## src/rtl/move_collector.sv

```systemverilog
// move_collector: round-robin drain of packed column move FIFOs into one valid/ready move stream.
module move_collector #(
    parameter int NCOL  = 8,
    parameter int MOVEW = 19,
    parameter int SLOTS = 8
) (
    input  logic                        clk,
    input  logic                        reset,
    input  logic [NCOL-1:0]             col_done,
    input  logic [NCOL*SLOTS*MOVEW-1:0] col_fifo_out,
    input  logic [NCOL-1:0]             col_fifo_empty,
    output logic [NCOL-1:0]             col_rden,
    output logic [MOVEW-1:0]            move_data,
    output logic                        move_valid,
    input  logic                        move_ready,
    output logic [7:0]                  move_count,
    output logic                        done
);
    localparam int WW = SLOTS * MOVEW;
    localparam int CW = NCOL > 1 ? $clog2(NCOL) : 1;
    localparam int SW = SLOTS > 1 ? $clog2(SLOTS) : 1;

    typedef enum logic [1:0] {SCAN, WAIT, EMIT, DONE} state_t;

    state_t state, state_n;
    logic [CW-1:0] rr_ptr, col, gnt_col;
    logic [SW-1:0] slot;
    logic [WW-1:0] word, col_word;
    logic run, gnt, last, adv;

    function automatic logic [CW-1:0] wrap(input int v);
        return CW'(v % NCOL);
    endfunction

    // The word register shifts left as slots are consumed, so the current slot is always the MSBs.
    assign move_data = word[WW-1 -: MOVEW];
    assign last = slot == SW'(SLOTS - 1);
    assign adv = move_data[MOVEW-1] | move_ready;

    // run holds off the first read until one clock edge after reset release.
    always_ff @(posedge clk or posedge reset) begin
        if (reset) begin
            state      <= SCAN;
            rr_ptr     <= '0;
            col        <= '0;
            slot       <= '0;
            word       <= '0;
            move_count <= '0;
            run        <= 1'b0;
        end else begin
            state <= state_n;
            run   <= 1'b1;
            if (|col_rden)
                col <= gnt_col;
            if (state == WAIT) begin
                word <= col_word;
                slot <= '0;
            end
            if (state == EMIT && adv) begin
                word <= word << MOVEW;
                slot <= slot + 1'b1;
                if (last)
                    rr_ptr <= wrap(int'(col) + 1);
            end
            if (move_valid && move_ready && move_count != 8'hFF)
                move_count <= move_count + 8'd1;
        end
    end

    always_comb begin
        gnt      = 1'b0;
        gnt_col  = '0;
        col_word = '0;
        for (int i = 0; i < NCOL; i++)
            if (!gnt && !col_fifo_empty[wrap(int'(rr_ptr) + i)]) begin
                gnt     = 1'b1;
                gnt_col = wrap(int'(rr_ptr) + i);
            end
        for (int i = 0; i < NCOL; i++)
            if (col == CW'(i))
                col_word = col_fifo_out[i*WW +: WW];
    end

    always_comb begin
        state_n    = state;
        col_rden   = '0;
        move_valid = 1'b0;
        done       = 1'b0;
        case (state)
            SCAN: if (run) begin
                if (gnt) begin
                    col_rden = NCOL'(1) << gnt_col;
                    state_n  = WAIT;
                end else if (&col_done && &col_fifo_empty) begin
                    state_n = DONE;
                end
            end
            WAIT: state_n = EMIT;
            EMIT: begin
                move_valid = !move_data[MOVEW-1];
                if (adv && last)
                    state_n = SCAN;
            end
            DONE: done = 1'b1;
        endcase
    end
endmodule

```

## config.mk

```make
export PLATFORM = sky130hd
export DESIGN_NAME = move_collector
export DESIGN_NICKNAME = d
export VERILOG_FILES = /design/src/rtl/move_collector.sv
export SDC_FILE = /design/constraint.sdc
export NUM_CORES = 1
export LEC_CHECK = 0
export BUFFER_PORTS_ARGS = -buffer_cell sky130_fd_sc_hd__buf_2
export CORE_AREA = 2 2 494 496
export DETAILED_ROUTE_END_ITERATION = 10
export DIE_AREA = 0 0 496 498
export GPL_TIMING_DRIVEN = 0
export PLACE_DENSITY = 0.3
export SYNTH_ARGS = -nofsm -noshare
export SYNTH_HDL_FRONTEND = slang
export SYNTH_SLANG_ARGS = --single-unit
```

## constraint.sdc

```tcl
create_clock -name clk -period 13.5 [get_ports clk]
set_input_delay 2.7 -clock clk [delete_from_list [all_inputs] [get_ports clk]]
set_output_delay 2.7 -clock clk [all_outputs]
set_load 0.02 [all_outputs]
```

==> impl_metrics.toml <==
[synthesis]
syn-num-nets = 3663
synthCells = 2412
yosysTopAreaCell = "dfrtp_1"
muxShareOfSynthArea_pct = 2.80
yosys-top-cells-area = "dfrtp_1, a221oi_1, nor2_1, o21ai_0, a211oi_1"
ys.warnings.count = 0
synth_top_family_by_area = "compound AO/OA/AOI/OAI gates"
yosysTopAreaCellShare_pct = 24.8
async_flop_share_pct = 100
synth_ff_type = "dfrtp_1"
synth_xor_area_share_pct = 0.607
synth-edff-count = 0
syn_area_per_cell_sq_um = 7.18
synth-seq-cells = 172
mappedNetlistArea_sq_um = 17300
synth_compound_area_share_pct = 45.3
ys_types = 55
synthSimpleGateAreaFrac_pct = 17.5
ys_seq_area_share_pct = 24.8
synthAdderAreaFrac_pct = 1.16

[final_layout]
finalCoreUtilization_pct = 12.0
final_cell_mix = "buf_2, nor2_1, o21ai_0, clkbuf_1, a221oi_1"
final_common_cell = "buf_2"
instances_no_fill = 7023
final_layout_size_suffix_gt1_share_pct = 37.6
fin_nets = 4976
area_growth_pct = 67.1

[die]
die_area_sq_um = 247000
die_x_um = 496
ios = 1272
die_height_um = 498
initial_utilization_pct = 7.16
coreArea_sq_um = 242000
num_rows = 181

[critical_path]
crit_type = "in -> out"
cp-start-kind = "primary input"
rr_endpoint = "word[119]$_DFFE_PP0P_"
r2r_start = "col[2]$_DFFE_PP0P_"
crit_arrival_ns = 6.01
crit_start = "col_fifo_empty[6]"
cp.required_ns = 10.80
critPathCaptureType = "output pin"
endpoint = "col_rden[3]"
r2r_slack_ns = 7.55
r2r_cells = 15
cp_max_fo = 10

[power]
leakage_uw = 0.0117
vdd_drop_max_mv = 0.121
cellPowerDensity_nw_per_um2 = 243
finalPower_uw = 7040

[global_route]
grt_pass1_vias = 28400
grt_max_degree = 92
grt_pass1_wl_um = 303000
grt_usage_pct = 19.0
antenna_found_initial = 202
gr-total-overflow = 0

[place]
dp.cells = 6907
numPortBuffers = 1271
place.gp.congestion = 0.922
dp_hpwl_um = 217000

[sta]
slew_violations = 4
setup_tns_ns = 0
finalCritPeriodShare_pct = 64.5
whs_ns = 0.510
rsz0062_at_grt = "no"
finalCriticalPeriod_ns = 8.71
fmax_mhz = 115
finalHoldViolCount = 0
maxSlewHeadroom_pct = -8.68
worst_slew_pin_slew_ns = 1.61
setup_viol = 0
skew_ns = 0.0175

[worst_hold_path]
hold_path_class = "reg -> reg"

[clock_tree]
cts_resized = 0
numCtsBuffers = 17
post-cts-setup-buffers = 0
cts_root_buffer = "clkbuf_16"
clockBufferDepth = 2
hold_buffers = 0
numClockSinks = 172
cts_tree = "yes"
clk_latency_ns = 0.57
htreeDepth = 4
clk_pin_slew_ns = 0.08

[detailed_routing]
routed_wirelength_um = 244000
via_count = 27800
dr.first_iter.drc_count = 2167
ant_nets = 0
drc = 0
drt-pass1-iter-count = 5
vias_per_cell = 3.96
wl_per_cell_um = 34.8

[run_status]
outcome = "finished, violations left"
violations = "max-capacitance violations, max-slew violations"

[run]
maxCapViolations = 3
## metrics by stage
stage | instance area [sq um] | setup slack, ns
after floorplan | 17300 | 5.56
final | 28900 | 4.79
after global routing | 28800 | 4.78
after CTS | 28700 | 4.99
after global placement | 27700 | 1.99
after detailed placement | 28100 | 5.01
## layer usage
layer / vias up / track usage (%) / wire (um)
li1: 12200 / - / -
met1: 13600 / 21.3 / 93200
met2: 1568 / 34.5 / 124000
met3: 319 / 4.46 / 17300
met4: 68 / 6.72 / 8800
met5: - / 0 / 433
## state kept, by name, indices dropped and copies added, names as in the netlist
register    cells
rr_ptr          3
slot            3
move_count      8
state           2
col             3
run             1
word          152
## worst min path at each step
stage                                    startpoint                         to  slack (ns)  cells past startpoint
after global placement          slot[0]$_DFFE_PP0P_        slot[0]$_DFFE_PP0P_        0.49                      1
after floorplan                 slot[0]$_DFFE_PP0P_        slot[0]$_DFFE_PP0P_        0.47                      1
after global routing      move_count[7]$_DFFE_PP0P_  move_count[7]$_DFFE_PP0P_        0.53                      1
after CTS                 move_count[3]$_DFFE_PP0P_  move_count[3]$_DFFE_PP0P_        0.51                      1
final                     move_count[7]$_DFFE_PP0P_  move_count[7]$_DFFE_PP0P_        0.51                      1
after detailed placement        slot[1]$_DFFE_PP0P_        slot[1]$_DFFE_PP0P_        0.50                      2
## cells by family after synthesis
family / after synthesis
AOI/OAI and AO/OA: 1106
buffers and inverters: 330
and+or+nand+nor: 741
xor gates and xnor gates: 12
adders and majority gates: 16
muxes: 34
other: 1
DFF: 172
## power breakdown
group	leakage (uW)	internal [uW]	switching, uW
clock network	0.000290	249	321
logic	0.00930	1670	3740
registers	0.00213	780	279
## area by class of cell
class	count	area (sq um)
antenna	83	208
multi-input combinational	1910	11700
inverter	13	56.3
fill	28600	213000
timing repair buffer	1294	6760
clock buffer	17	425
tap	3202	4010
clock inverter	15	174
sequential	172	4300
buffer	317	1330
## worst max-delay path, stage by stage
cell,delay (ns)
buf_2,0.17
mux4_1,0.63
mux2_2,0.33
nand4b_1,0.23
a31oi_1,0.21
o221ai_1,0.15
a22oi_1,1.05
nor3b_1,0.30
buf_2,0.23
## synth_stat cells (7+ instances only)
master / instances
nor3_1: 8
a211o_1: 19
nand3_1: 10
mux4_2: 8
a221oi_1: 244
and3_1: 48
ha_1: 16
a31oi_1: 23
nor2_1: 446
a211oi_1: 179
buf_1: 17
clkbuf_1: 276
inv_1: 12
o21ai_0: 298
buf_4: 20
o22ai_1: 133
dfrtp_1: 172
xor2_1: 7
o211ai_1: 21
mux2i_1: 14
nand2_1: 194
o311ai_0: 152
a21oi_1: 22
mux2_2: 10
(Power assumes the default switching activity.)
